### src/rtl/mem_pkg.sv
// Shared encodings for the MEM-stage load/store unit: access sizes, FSM states
// and the alignment rule applied to incoming requests.
package mem_pkg;

    typedef enum logic [1:0] {
        SZ_BYTE    = 2'b00,
        SZ_HALF    = 2'b01,
        SZ_WORD    = 2'b10,
        SZ_ILLEGAL = 2'b11
    } size_e;

    typedef enum logic [1:0] {
        IDLE  = 2'b00,
        READ  = 2'b01,
        WRITE = 2'b10
    } state_e;

    // Size 11 is never legal; halves need an even address, words a multiple of 4.
    function automatic logic is_misaligned(input size_e size, input logic [1:0] lane);
        case (size)
            SZ_BYTE: return 1'b0;
            SZ_HALF: return lane[0];
            SZ_WORD: return (lane != 2'b00);
            default: return 1'b1;
        endcase
    endfunction

endpackage

### src/rtl/lane_align.sv
// Little-endian lane steering: extracts and extends a sub-word from a memory
// word for loads, and merges a sub-word into an old word for stores.
module lane_align
    import mem_pkg::*;
(
    input  logic [31:0] word_i,
    input  logic [31:0] wdata_i,
    input  logic [1:0]  lane_i,
    input  size_e       size_i,
    input  logic        unsigned_i,
    output logic [31:0] load_data_o,
    output logic [31:0] merged_o
);

    logic [7:0]  byte_sel;
    logic [15:0] half_sel;

    always_comb begin
        // NOTE: every output of a combinational block gets a default first so
        // no path through the case statements can infer a latch.
        byte_sel    = word_i[7:0];
        half_sel    = lane_i[1] ? word_i[31:16] : word_i[15:0];
        load_data_o = word_i;
        merged_o    = word_i;

        case (lane_i)
            2'd1:    byte_sel = word_i[15:8];
            2'd2:    byte_sel = word_i[23:16];
            2'd3:    byte_sel = word_i[31:24];
            default: byte_sel = word_i[7:0];
        endcase

        case (size_i)
            SZ_BYTE: load_data_o = unsigned_i ? {24'd0, byte_sel} : {{24{byte_sel[7]}}, byte_sel};
            SZ_HALF: load_data_o = unsigned_i ? {16'd0, half_sel} : {{16{half_sel[15]}}, half_sel};
            default: load_data_o = word_i;
        endcase

        case (size_i)
            SZ_BYTE: begin
                case (lane_i)
                    2'd0:    merged_o[7:0]   = wdata_i[7:0];
                    2'd1:    merged_o[15:8]  = wdata_i[7:0];
                    2'd2:    merged_o[23:16] = wdata_i[7:0];
                    default: merged_o[31:24] = wdata_i[7:0];
                endcase
            end
            SZ_HALF: begin
                if (lane_i[1]) merged_o[31:16] = wdata_i[15:0];
                else           merged_o[15:0]  = wdata_i[15:0];
            end
            SZ_WORD: merged_o = wdata_i;
            default: merged_o = word_i;
        endcase
    end

endmodule

### src/rtl/mem_access_unit.sv
// MEM-stage load/store unit: turns byte/half/word loads and stores into
// whole-word data-memory accesses, with read-modify-write for sub-word stores.
module mem_access_unit
    import mem_pkg::*;
#(
    parameter int ADDR_W = 32
) (
    input  logic              clk,
    input  logic              reset,
    input  logic              req_valid,
    input  logic              req_write,
    input  logic [1:0]        req_size,
    input  logic              req_unsigned,
    input  logic [ADDR_W-1:0] req_addr,
    input  logic [31:0]       req_wdata,
    output logic              stall,
    output logic              load_valid,
    output logic [31:0]       load_data,
    output logic              misalign,
    output logic [ADDR_W-1:0] misalign_addr,
    output logic [ADDR_W-1:0] dm_address,
    output logic [31:0]       dm_write_data,
    output logic              dm_write_en,
    output logic              dm_read_en,
    input  logic [31:0]       dm_read_data
);

    state_e            state_q, state_d;
    logic [1:0]        lane_q, lane_d;
    size_e             size_q, size_d;
    logic              uns_q, uns_d;
    logic              rmw_q, rmw_d;
    logic [31:0]       wdata_q, wdata_d;
    logic              load_valid_q, load_valid_d;
    logic [31:0]       load_data_q, load_data_d;
    logic              misalign_q, misalign_d;
    logic [ADDR_W-1:0] misalign_addr_q, misalign_addr_d;
    logic [ADDR_W-1:0] dm_address_q, dm_address_d;
    logic [31:0]       dm_write_data_q, dm_write_data_d;
    logic              dm_write_en_q, dm_write_en_d;
    logic              dm_read_en_q, dm_read_en_d;

    logic [31:0]       ld_ext;
    logic [31:0]       st_merged;

    lane_align u_lane_align (
        .word_i      (dm_read_data),
        .wdata_i     (wdata_q),
        .lane_i      (lane_q),
        .size_i      (size_q),
        .unsigned_i  (uns_q),
        .load_data_o (ld_ext),
        .merged_o    (st_merged)
    );

    always_comb begin
        state_d         = state_q;
        lane_d          = lane_q;
        size_d          = size_q;
        uns_d           = uns_q;
        rmw_d           = rmw_q;
        wdata_d         = wdata_q;
        load_valid_d    = 1'b0;
        load_data_d     = load_data_q;
        misalign_d      = 1'b0;
        misalign_addr_d = misalign_addr_q;
        dm_address_d    = dm_address_q;
        dm_write_data_d = dm_write_data_q;
        dm_write_en_d   = 1'b0;
        dm_read_en_d    = 1'b0;

        case (state_q)
            IDLE: begin
                if (req_valid) begin
                    if (is_misaligned(size_e'(req_size), req_addr[1:0])) begin
                        misalign_d      = 1'b1;
                        misalign_addr_d = req_addr;
                    end else begin
                        lane_d       = req_addr[1:0];
                        size_d       = size_e'(req_size);
                        uns_d        = req_unsigned;
                        wdata_d      = req_wdata;
                        rmw_d        = req_write;
                        dm_address_d = {req_addr[ADDR_W-1:2], 2'b00};
                        // Word stores need no old data, so they skip the read.
                        if (req_write && size_e'(req_size) == SZ_WORD) begin
                            state_d         = WRITE;
                            dm_write_en_d   = 1'b1;
                            dm_write_data_d = req_wdata;
                        end else begin
                            state_d      = READ;
                            dm_read_en_d = 1'b1;
                        end
                    end
                end
            end
            READ: begin
                if (rmw_q) begin
                    state_d         = WRITE;
                    dm_write_en_d   = 1'b1;
                    dm_write_data_d = st_merged;
                end else begin
                    state_d      = IDLE;
                    load_valid_d = 1'b1;
                    load_data_d  = ld_ext;
                end
            end
            WRITE:   state_d = IDLE;
            default: state_d = IDLE;
        endcase
    end

    always_ff @(posedge clk) begin
        // NOTE: sequential state uses non-blocking assignments so every register
        // samples the pre-edge value of every other register.
        if (reset) begin
            state_q         <= IDLE;
            lane_q          <= 2'b00;
            size_q          <= SZ_BYTE;
            uns_q           <= 1'b0;
            rmw_q           <= 1'b0;
            wdata_q         <= '0;
            load_valid_q    <= 1'b0;
            load_data_q     <= '0;
            misalign_q      <= 1'b0;
            misalign_addr_q <= '0;
            dm_address_q    <= '0;
            dm_write_data_q <= '0;
            dm_write_en_q   <= 1'b0;
            dm_read_en_q    <= 1'b0;
        end else begin
            state_q         <= state_d;
            lane_q          <= lane_d;
            size_q          <= size_d;
            uns_q           <= uns_d;
            rmw_q           <= rmw_d;
            wdata_q         <= wdata_d;
            load_valid_q    <= load_valid_d;
            load_data_q     <= load_data_d;
            misalign_q      <= misalign_d;
            misalign_addr_q <= misalign_addr_d;
            dm_address_q    <= dm_address_d;
            dm_write_data_q <= dm_write_data_d;
            dm_write_en_q   <= dm_write_en_d;
            dm_read_en_q    <= dm_read_en_d;
        end
    end

    assign stall         = (state_q != IDLE);
    assign load_valid    = load_valid_q;
    assign load_data     = load_data_q;
    assign misalign      = misalign_q;
    assign misalign_addr = misalign_addr_q;
    assign dm_address    = dm_address_q;
    assign dm_write_data = dm_write_data_q;
    assign dm_write_en   = dm_write_en_q;
    assign dm_read_en    = dm_read_en_q;

endmodule

### config.mk
export PLATFORM = sky130hd
export DESIGN_NAME = mem_access_unit
export DESIGN_NICKNAME = d
export VERILOG_FILES = /design/src/rtl/mem_pkg.sv /design/src/rtl/lane_align.sv /design/src/rtl/mem_access_unit.sv
export SDC_FILE = /design/constraint.sdc
export NUM_CORES = 1
export LEC_CHECK = 0
export ABC_AREA = 1
export CELL_PAD_IN_SITES_DETAIL_PLACEMENT = 1
export CELL_PAD_IN_SITES_GLOBAL_PLACEMENT = 1
export CORE_MARGIN = 8
export CORE_UTILIZATION = 33
export CTS_CLUSTER_DIAMETER = 60
export DETAILED_ROUTE_END_ITERATION = 6
export GPL_TIMING_DRIVEN = 0
export HOLD_SLACK_MARGIN = 0.06
export PLACE_DENSITY = 0.83
export SLEW_MARGIN = 40
export SYNTH_ARGS = -nofsm -noshare
export SYNTH_HDL_FRONTEND = slang
export SYNTH_SLANG_ARGS = --single-unit
export TNS_END_PERCENT = 100
### constraint.sdc
create_clock -name clk -period 2.2 [get_ports clk]
set_clock_uncertainty 0.15 [all_clocks]
set_input_delay 0.33 -clock clk [delete_from_list [all_inputs] [get_ports clk]]
set_output_delay 0.33 -clock clk [all_outputs]
set_load 0.05 [all_outputs]
==> results.txt, run 1 <==
H-tree levels - 4
Clock Tree Buf Depth - 2
Maximum vdd drop - 0.4598 mV
CP max stage cell - clkdlybuf4s50_1
Setup repair after global routing missed its margin - false
Total CTS buffers - 17
Fin. max-slew vios - 0
Setup Fix Bufs, Post-CTS - 0
Yosys reg bits - 170
Gpl congestion - 0.9570
Run status - finished, final reports clean
CP Buf/Inv Count - 1
Data required time of the worst path - 1720 ps
Clk pin slew, worst setup/hold paths - 70 ps
Port bufs - 232
Layout net count - 1,671
Leakage - 5.010 nW
Final hold viol count - 0
Yosys top cell by area - dfxtp_1
Die X - 175.7 um
WL/cell - 20.27 um
Max-cap viol count - 0
Initial core utilization - 33.53%
Final Critical Period - 2154 ps
Total grt overflow - 0
WS Path Type - reg2out
Vias in the first global route - 10,140
Layout area overhead - 39.63%
Mapped cell area - 8419 um2
Crit path DAT - 1670 ps
Clk Latency, worst-skew pair - 440 ps
Post-place setup slack - -340.7 ps
Router iterations before antenna repair - 5
Crit path cell chain - clkdlybuf4s50_1
End of the worst hold path - state_q[0]
Largest net degree at the start of global routing - 19
Async SR Flop Fraction - 0%
Top cell type's share of synthesized area - 40.42%
CTS tree - built
Hpwl dp - 30,690 um
Hold depth - 2
Clock sinks - 170
Worst hold-check path type - in2reg
Post-route DRC - 0
Setup total negative slack - 0 ps
First-pass GRT wire length - 59,220 um
F_max - 464.2 MHz
Die area - 30,880 um2
CP Launch Type - register
Hold path startpoint - reset
Diode count - 0
Final WS setup - 45.98 ps
Antenna violations before repair - 1
EDFF count, synth - 0
Root buffer cell - clkbuf_16
Post-synthesis average cell area - 6.403 um2
Rel. slew slack - 49.59%
Fill count - 3,351
Share of layout cells above drive strength 1 - 5.882%
Design Area, Final - 11,760 um2
Core Area - 25,110 um2
Critical R2R Launch - lane_q[0]
Synth warn - 0
Synth top area cells - dfxtp_1, nand2_1, a21oi_1
Cell Area, Placed - 11,160 um2
Num ports - 236
Final period utilization - 97.91%
Core Rows - 58
Largest delay share family, worst path - buffers and inverters
Power per cell area - 730.6 nW/um2
R2R Setup Slk - 130 ps
Worst slew pin tran - 756.1 ps
Reg2reg end - load_data[29]
Sequential share of the synthesized area - 40.42%
# setup viols final - 0
Die height - 175.7 um
CP max FO - 2
Drt via density - 5.126
Primary FF master, synth - dfxtp_1
Post-synthesis cell type count - 31
Total track usage - 24.73%
R2R cell count - 10
Cells after Synth - 1,315
DRT antenna net count - 0
Total number of vias - 9,795
CP Capture Type - output port
CP max stage delay - 890 ps
WL final - 38,740 um
Starting DRT DRC Count - 602
## registers in the layout (all words and copies together) (netlist names), 2 cells and up
signal	cells
dm_write_data	32
load_data	32
misalign_addr	32
wdata_q	32
dm_address	30
lane_q	2
size_q	2
state_q	2
## layout by cell type (no fill, tap or decap), drive strengths merged
master / Yosys / final
buf: 44 / 44
or2: 3 / 3
o22ai: 4 / 4
o211ai: 8 / 8
o21a: 17 / 17
o221ai: 1 / 1
clkdlybuf4s50: 0 / 230
inv: 135 / 142
a21oi: 156 / 156
o21ai: 134 / 134
dlygate4sd3: 0 / 1
dfxtp: 170 / 170
clkinvlp: 0 / 1
a22oi: 1 / 1
nor2: 161 / 161
dlygate4sd2: 0 / 1
conb: 1 / 2
nand2: 349 / 349
a211oi: 1 / 1
clkbuf: 41 / 58
a31oi: 1 / 1
dlymetal6s2s: 0 / 1
clkinv: 2 / 9
nor3: 3 / 3
nand4: 9 / 9
nand3: 74 / 74
## cell families (layout without fill, tap and decap cells)
| kind of cell | Yosys count | after routing | share of synthesized area (%) |
|---|---|---|---|
| flip-flops | 170 | 170 | 40.42 |
| buffers and inverters | 222 | 487 | 10.58 |
| AND/OR/NAND/NOR | 599 | 599 | 28.79 |
| other | 1 | 2 | 0.04454 |
| AO/OA/AOI/OAI | 323 | 323 | 20.17 |
## report_power, final
part	internal (mW)	switching (mW)	leakage [nW]
clock	1.52	1.54	0.285
combinational	0.698	1.46	3.34
sequential	3.26	0.108	1.39
## synthesized netlist by cell type (2+ instances only)
cell / count
a21oi_1: 155
clkinv_1: 2
nor3_1: 2
buf_1: 8
clkbuf_1: 41
nand2_1: 345
o211ai_1: 8
nand2_2: 4
o22ai_1: 4
o21a_1: 17
o21ai_0: 134
nor2_2: 2
buf_2: 31
inv_2: 7
nand4_1: 9
or2_2: 3
buf_4: 5
inv_1: 128
nand3_1: 73
nor2_1: 157
dfxtp_1: 170
## stage by stage
step	utilization, %	total power [mW]	cells	hold slack, ps
global route	46.82	8.962	1911	71.81
floorplan	-	4.667	1316	274.5
CTS	46.79	8.628	1911	75.85
detailed placement	44.44	5.582	1878	302.5
global placement	44.44	5.544	1878	290.6
finish	46.82	8.589	1911	79.12
## how the worst max path moves through the flow
| stage | from | to | slack, ps | depth (start not counted) |
|---|---|---|---|---|
| global route | state_q[1] | misalign_addr[29] | 0.2 | 6 |
| finish | dm_write_data[8] | dm_write_data[8] | 50 | 1 |
| global placement | req_addr[1] | dm_address[22] | -290 | 9 |
| detailed placement | req_size[0] | dm_address[22] | -340 | 9 |
| floorplan | state_q[1] | misalign_addr[10] | 440 | 7 |
| CTS | dm_address[8] | dm_address[8] | 20 | 1 |
## cell type report
type | instances | area (um2) | share of cell area, %
clock inverters | 15 | 156.4 | 1.330
clock buffers | 17 | 425.4 | 3.619
plain buffers | 85 | 381.6 | 3.246
flip-flops and latches | 170 | 3403 | 28.95
inverters | 137 | 514.2 | 4.374
well taps | 330 | 412.9 | 3.512
multi-input cells | 924 | 4129 | 35.12
repair buffers | 233 | 2333 | 19.85
## per-layer routing
| metal | global-route usage, % | up-vias | share of wire, % |
|---|---|---|---|
| li1 | - | 4702 | - |
| met1 | 27.96 | 4695 | 40 |
| met2 | 42.26 | 330 | 47 |
| met3 | 9.298 | 66 | 9.5 |
| met4 | 8.054 | 2 | 2.6 |
| met5 | 0 | - | 0.044 |
## repair_timing
item	4_1_cts	5_1_grt
hold buffers	1	0
hold endpoints to repair	2	0
pin swaps	0	0
resized for setup	1	9
endpoints found under the setup margin	1	14
Power figures use the tool's default switching activity.
==> inputs of run 2 (changes only) <==
--- a/config.mk
+++ b/config.mk
@@ -9,12 +9,13 @@
 export CELL_PAD_IN_SITES_DETAIL_PLACEMENT = 1
 export CELL_PAD_IN_SITES_GLOBAL_PLACEMENT = 1
 export CORE_MARGIN = 8
-export CORE_UTILIZATION = 33
+export CORE_UTILIZATION = 35
 export CTS_CLUSTER_DIAMETER = 60
 export DETAILED_ROUTE_END_ITERATION = 6
 export GPL_TIMING_DRIVEN = 0
 export HOLD_SLACK_MARGIN = 0.06
-export PLACE_DENSITY = 0.83
+export MAX_ROUTING_LAYER = met4
+export PLACE_DENSITY = 0.88
 export SLEW_MARGIN = 40
 export SYNTH_ARGS = -nofsm -noshare
 export SYNTH_HDL_FRONTEND = slang
==> constraint.sdc (replaced) <==
create_clock -name clk -period 2.6 [get_ports clk]
set_clock_uncertainty 0.15 [all_clocks]
set_input_delay 0.39 -clock clk [delete_from_list [all_inputs] [get_ports clk]]
set_output_delay 0.39 -clock clk [all_outputs]
set_load 0.05 [all_outputs]
==> run 2 against run 1 <==
Against the previous run: first-iteration DRC count shrank 15%; critical path depth increased by 2; largest cell class unchanged; cell count fell by 0.63%; setup slack better by 170 ps; final area is 0.15% lower; die area shrank 5.2%; utilization rose by 3.0 points; sequential share of layout area is essentially flat; sequential power is 15% lower; routed wire length grew 2.0%; hold slack gained 55 ps; via count grew 1.1%.
==> results.txt, run 2 (synthesis gave the netlist of run 1 again) <==
Fill count - 3,099 (was 3,351)
Commonest non-fill, non-tap cells in the layout - nand2_1, clkdlybuf4s50_1, dfxtp_1 (unchanged)
Part of the power in registers - 39.0% (was 39.2%)
Power per cell area - 621.1 nW/um2 (was 730.6 nW/um2)
Clock Tree Buf Depth - 2 (unchanged)
CP Buf/Inv Count - 2 (was 1)
Hpwl dp - 31,070 um (was 30,690 um)
Total grt overflow - 0 (unchanged)
Post-Route Utilization - 49.86% (was 46.82%)
Layout net count - 1,670 (was 1,671)
Root buffer cell - clkbuf_16 (unchanged)
Total CTS buffers - 17 (unchanged)
CP max stage cell - clkdlybuf4s50_1 (unchanged)
Hold Buf Count CTS - 0 (was 1)
WS Path Type - reg2out (unchanged)
Initial core utilization - 35.76% (was 33.53%)
Vias in the first global route - 10,410 (was 10,140)
Final period utilization - 91.73%
Starting DRT DRC Count - 513 (was 602)
F_max - 419.3 MHz
CP Launch Type - register (unchanged)
Largest delay share family, worst path - buffers and inverters (unchanged)
Most common cell after layout, fill and taps aside - nand2_1 (unchanged)
Antenna violations before repair - 0 (was 1)
Clk pin slew, worst setup/hold paths - 70 ps (about the same)
Router iterations before antenna repair - 7 (was 5)
WL/cell - 20.80 um (was 20.27 um)
Die area - 29,270 um2 (was 30,880 um2)
Cts repair resizes - 0 (was 1)
Crit path cell chain - nor2_2 -> inv_1 -> clkdlybuf4s50_1 (was clkdlybuf4s50_1)
H-tree levels - 4 (unchanged)
First-pass GRT wire length - 59,600 um (was 59,220 um)
CP max FO - 5 (was 2)
Layout area overhead - 39.43% (was 39.63%)
Maximum vdd drop - 0.3653 mV (was 0.4598 mV)
Data required time of the worst path - 2060 ps (was 1720 ps)
Post-route DRC - 0 (unchanged)
Clock sinks - 170 (unchanged)
Max-cap viol count - 0 (unchanged)
Final Critical Period - 2385 ps
Diode count - 0 (unchanged)
Net switching power - 2.630 mW (was 3.109 mW)
Largest net degree at the start of global routing - 19 (unchanged)
Port bufs - 232 (unchanged)
Final hold viol count - 0 (unchanged)
Clock share of power - 35.7% (about the same)
CTS tree - built (unchanged)
Share of layout cells above drive strength 1 - 5.633% (was 5.882%)
Crit path DAT - 1850 ps (was 1670 ps)
Logic pwr share - 25.2% (was 25.1%)
Setup Fix Bufs, Post-CTS - 0 (unchanged)
Fin. max-slew vios - 0 (unchanged)
Die height - 171.1 um (was 175.7 um)
Leakage - 4.972 nW (was 5.010 nW)
Run status - finished, final reports clean (unchanged)
Cell Int Power - 4.661 mW (was 5.479 mW)
Gpl congestion - 0.9520 (was 0.9570)
Core Rows - 56 (was 58)
Total number of vias - 9,901 (was 9,795)
Worst hold-check path type - in2reg (unchanged)
Clk Latency, worst-skew pair - 440 ps (about the same)
Core Area - 23,540 um2 (was 25,110 um2)
Setup total negative slack - 0 ps (unchanged)
Total track usage - 27.50% (was 24.73%)
# setup viols final - 0 (unchanged)
DRT antenna net count - 0 (unchanged)
Num ports - 236 (unchanged)
Sw Ratio - 36.07% (was 36.20%)
Die X - 171.1 um (was 175.7 um)
Rel. slew slack - 47.96% (was 49.59%)
WL final - 39,500 um (was 38,740 um)
Drt via density - 5.214 (was 5.126)
CP Capture Type - output port (unchanged)
Setup repair after global routing missed its margin - false (unchanged)
CP max stage delay - 740 ps (was 890 ps)
Worst slew pin tran - 780.6 ps (was 756.1 ps)
==> run 2: layout make-up <==
cell class,count,area (um2),area share [%]
buffer,85,376.6,3.208
clock buffer,18,439.2,3.741
clock inverter,14,155.1,1.322
inverter,137,514.2,4.381
multi-input combinational,924,4129,35.17
sequential,170,3403,28.99
tap,319,399.1,3.400
timing repair buffer,232,2322,19.78
==> run 2: per-stage QoR <==
step | hold WS [ps] | power [mW] | instances | setup WS [ps] | cell area (um2)
2_1_floorplan | 274.5 | 3.949 | 1316 | 844.8 | 8423
3_3_place_gp | 290.2 | 4.685 | 1867 | 68.41 | 11140
3_5_place_dp | 304.2 | 4.726 | 1867 | -44.43 | 11140
4_1_cts | 134.1 | 7.326 | 1899 | 183.8 | 11740
5_1_grt | 142.1 | 7.573 | 1899 | 145.6 | 11740
6_report | 134.3 | 7.290 | 1899 | 214.9 | 11740
==> run 2: metal layers <==
metal	global-route usage, %	share of wire, %
met1	30.21	40
met2	45.77	48
met3	9.472	9.8
met4	9.830	2.9
met5	-	0
==> run 2: final timing paths <==
| kind | slack, ps | startpoint | end | cells after the start |
|---|---|---|---|---|
| min reg2reg | 320 | wdata_q[20] | wdata_q[20] | 2 |
| max | 210 | state_q[1] | stall | 3 |
| max reg2reg | 490 | size_q[1] | load_data[5] | 8 |
| min | 130 | reset | dm_address[2] | 2 |
==> run 2: worst register-to-register path: stages (launching register included) <==
cell and delay, ps:
dfxtp_1 370, buf_4 210, inv_1 80, clkbuf_1 410, nand2_1 190, o21ai_0 280, o22ai_1 120, nand2_1 110
a21oi_1 70
==> run 2: power by group through the flow <==
stage / Sequential (mW) / Combinational (mW) / Clock, mW
after global routing: 2.86 / 1.97 / 2.74
final: 2.85 / 1.84 / 2.60
after global placement: 2.90 / 1.79 / 0
after CTS: 2.85 / 1.84 / 2.64
after detailed placement: 2.91 / 1.82 / 0
after floorplan: 3.26 / 0.684 / 0
==> inputs of run 3 (changes only) <==
--- a/config.mk
+++ b/config.mk
@@ -9,13 +9,13 @@
 export CELL_PAD_IN_SITES_DETAIL_PLACEMENT = 1
 export CELL_PAD_IN_SITES_GLOBAL_PLACEMENT = 1
 export CORE_MARGIN = 8
-export CORE_UTILIZATION = 35
+export CORE_UTILIZATION = 36
 export CTS_CLUSTER_DIAMETER = 60
 export DETAILED_ROUTE_END_ITERATION = 6
 export GPL_TIMING_DRIVEN = 0
 export HOLD_SLACK_MARGIN = 0.06
 export MAX_ROUTING_LAYER = met4
-export PLACE_DENSITY = 0.88
+export PLACE_DENSITY = 0.9
 export SLEW_MARGIN = 40
 export SYNTH_ARGS = -nofsm -noshare
 export SYNTH_HDL_FRONTEND = slang
==> run 3 against run 2 <==
Against the previous run: sequential cell count unchanged; critical endpoint unchanged; register-to-register slack is essentially flat; clock power up 6%; sequential share of layout area fell by 0.074 points; maximum frequency grew 0.34%; hold slack worse by 24 ps; utilization grew 0.88 points; power up 2.0%.
==> results.txt, run 3 (synthesis gave the netlist of run 1 again) <==
Layout area overhead - 39.78% (was 39.43%)
CP Capture Type - output port (unchanged)
Hold path startpoint - reset (unchanged)
Net switching power - 2.692 mW (was 2.630 mW)
Critical R2R Launch - lane_q[0] (was size_q[1])
Final Non-Filler Cells - 1,900 (was 1,899)
Die area - 28,540 um2 (was 29,270 um2)
WL/cell - 20.72 um (was 20.80 um)
Num ports - 236 (unchanged)
Commonest non-fill, non-tap cells in the layout - nand2_1, clkdlybuf4s50_1, dfxtp_1 (unchanged)
Cts repair resizes - 0 (unchanged)
CP max stage cell - clkdlybuf4s50_1 (unchanged)
Die X - 168.9 um (was 171.1 um)
Initial core utilization - 36.30% (was 35.76%)
Max-cap viol count - 0 (unchanged)
Antenna violations before repair - 0 (unchanged)
Worst slew pin tran - 716.9 ps (was 780.6 ps)
Setup total negative slack - 0 ps (unchanged)
Hpwl dp - 31,010 um (was 31,070 um)
Die height - 168.9 um (was 171.1 um)
Drt via density - 5.163 (was 5.214)
Gr busiest metal - met2 (unchanged)
CP max FO - 5 (unchanged)
F_max - 420.7 MHz (was 419.3 MHz)
Hold Buf Count CTS - 0 (unchanged)
Clock Tree Buf Depth - 2 (unchanged)
Core Area - 23,190 um2 (was 23,540 um2)
CTS tree - built (unchanged)
Root buffer cell - clkbuf_16 (unchanged)
Run status - finished, final reports clean (unchanged)
Router iterations before antenna repair - 7 (unchanged)
Reg2reg end - load_data[30] (was load_data[5])
Placed cell count - 1,867 (unchanged)
Final WS setup - 223.1 ps (was 214.9 ps)
Sw Ratio - 36.21% (was 36.07%)
Final Critical Period - 2377 ps (was 2385 ps)
Rel. slew slack - 52.21% (was 47.96%)
Cell Int Power - 4.743 mW (was 4.661 mW)
Leakage - 4.987 nW (was 4.972 nW)
Setup repair after global routing missed its margin - false (unchanged)
H-tree levels - 4 (unchanged)
Maximum vdd drop - 0.4083 mV (was 0.3653 mV)
Met1 Usage GRT - 31.24% (was 30.21%)
Clk pin slew, worst setup/hold paths - 80 ps (was 70 ps)
Crit path cell chain - nor2_2 -> inv_1 -> clkdlybuf4s50_1 (unchanged)
Clk Latency, worst-skew pair - 450 ps (was 440 ps)
R2R cell count - 10 (was 8)
Data required time of the worst path - 2060 ps (about the same)
Logic pwr share - 24.7% (was 25.2%)
Part of the power in registers - 38.3% (was 39.0%)
Met3 usage - 8.945% (was 9.472%)
Layout net count - 1,670 (unchanged)
Hold depth - 2 (unchanged)
Design Area, Final - 11,770 um2 (was 11,740 um2)
WL final - 39,360 um (was 39,500 um)
Total track usage - 28.19% (was 27.50%)
Fin. max-slew vios - 0 (unchanged)
End of the worst hold path - dm_address[31] (was dm_address[2])
First-pass GRT wire length - 60,090 um (was 59,600 um)
R2R Setup Slk - 480 ps (was 490 ps)
Vias in the first global route - 10,450 (was 10,410)
Total CTS buffers - 17 (unchanged)
Share of layout cells above drive strength 1 - 5.633% (unchanged)
Post-place setup slack - -21.75 ps (was -44.43 ps)
Clock share of power - 37.0% (was 35.7%)
Clock sinks - 170 (unchanged)
GR Util met2 - 47.86% (was 45.77%)
Fill count - 3,062 (was 3,099)
Total grt overflow - 0 (unchanged)
Tot Pwr - 7.435 mW (was 7.290 mW)
WS Path Type - reg2out (unchanged)
Final hold viol count - 0 (unchanged)
CP max stage delay - 740 ps (about the same)
Final period utilization - 91.42% (was 91.73%)
Cell Area, Placed - 11,140 um2 (unchanged)
Core Rows - 56 (unchanged)
Starting DRT DRC Count - 576 (was 513)
DRT antenna net count - 0 (unchanged)
# setup viols final - 0 (unchanged)
Setup Fix Bufs, Post-CTS - 0 (unchanged)
Gpl congestion - 0.9860 (was 0.9520)
Power per cell area - 631.8 nW/um2 (was 621.1 nW/um2)
Port bufs - 232 (unchanged)
Crit path DAT - 1840 ps (was 1850 ps)
Most common cell after layout, fill and taps aside - nand2_1 (unchanged)
Worst hold-check path type - in2reg (unchanged)
WHS - 110.6 ps (was 134.3 ps)
Total number of vias - 9,810 (was 9,901)
Post-Route Utilization - 50.74% (was 49.86%)
CP Launch Type - register (unchanged)
Post-route DRC - 0 (unchanged)
Largest net degree at the start of global routing - 20 (was 19)
==> run 3: cell count changes in the layout (fill, tap and decap cells not counted), moves of 2 or more <==
cell      before  now
inv_6          0    4
clkinv_4       4    1
clkinv_8       3    5
inv_8          5    3
==> run 3: critical path: cells and delay by family, from the launching register on <==
family | cells | cell delay [ps]
buffers and inverters | 2 | 850
flip-flops | 1 | 330
AND/OR/NAND/NOR | 1 | 210
==> run 3: area by class of cell <==
class | count | area [um2] | area share, %
Clock buffer | 17 | 425.4 | 3.615
Buffer | 85 | 376.6 | 3.200
Inverter | 137 | 514.2 | 4.370
Tap cell | 319 | 399.1 | 3.391
Clock inverter | 15 | 196.4 | 1.669
Sequential cell | 170 | 3403 | 28.92
Multi-Input combinational cell | 924 | 4129 | 35.08
Antenna cell | 1 | 2.502 | 0.02126
Timing Repair Buffer | 232 | 2322 | 19.73
==> run 3: power groups by stage <==
stage | Clock (mW) | Combinational [mW] | Sequential [mW]
final | 2.75 | 1.84 | 2.85
after global routing | 2.87 | 1.97 | 2.87
after CTS | 2.77 | 1.83 | 2.85
after detailed placement | 0 | 1.82 | 2.91
after global placement | 0 | 1.79 | 2.90
after floorplan | 0 | 0.684 | 3.26
==> run 3: how the worst max path moves through the flow <==
stage / start / end / slack, ps
after floorplan: state_q[1] / misalign_addr[10] / 840
after global placement: req_addr[1] / dm_address[22] / -5
after detailed placement: req_addr[1] / dm_address[22] / -20
after CTS: state_q[1] / stall / 200
after global routing: state_q[1] / stall / 130
final: state_q[1] / stall / 220
==> run 3: routing by layer <==
metal | vias to the layer above | part of all wire (%)
li1 | 4702 | -
met1 | 4740 | 41
met2 | 317 | 49
met3 | 51 | 8.0
met4 | 0 | 1.9
met5 | - | 0
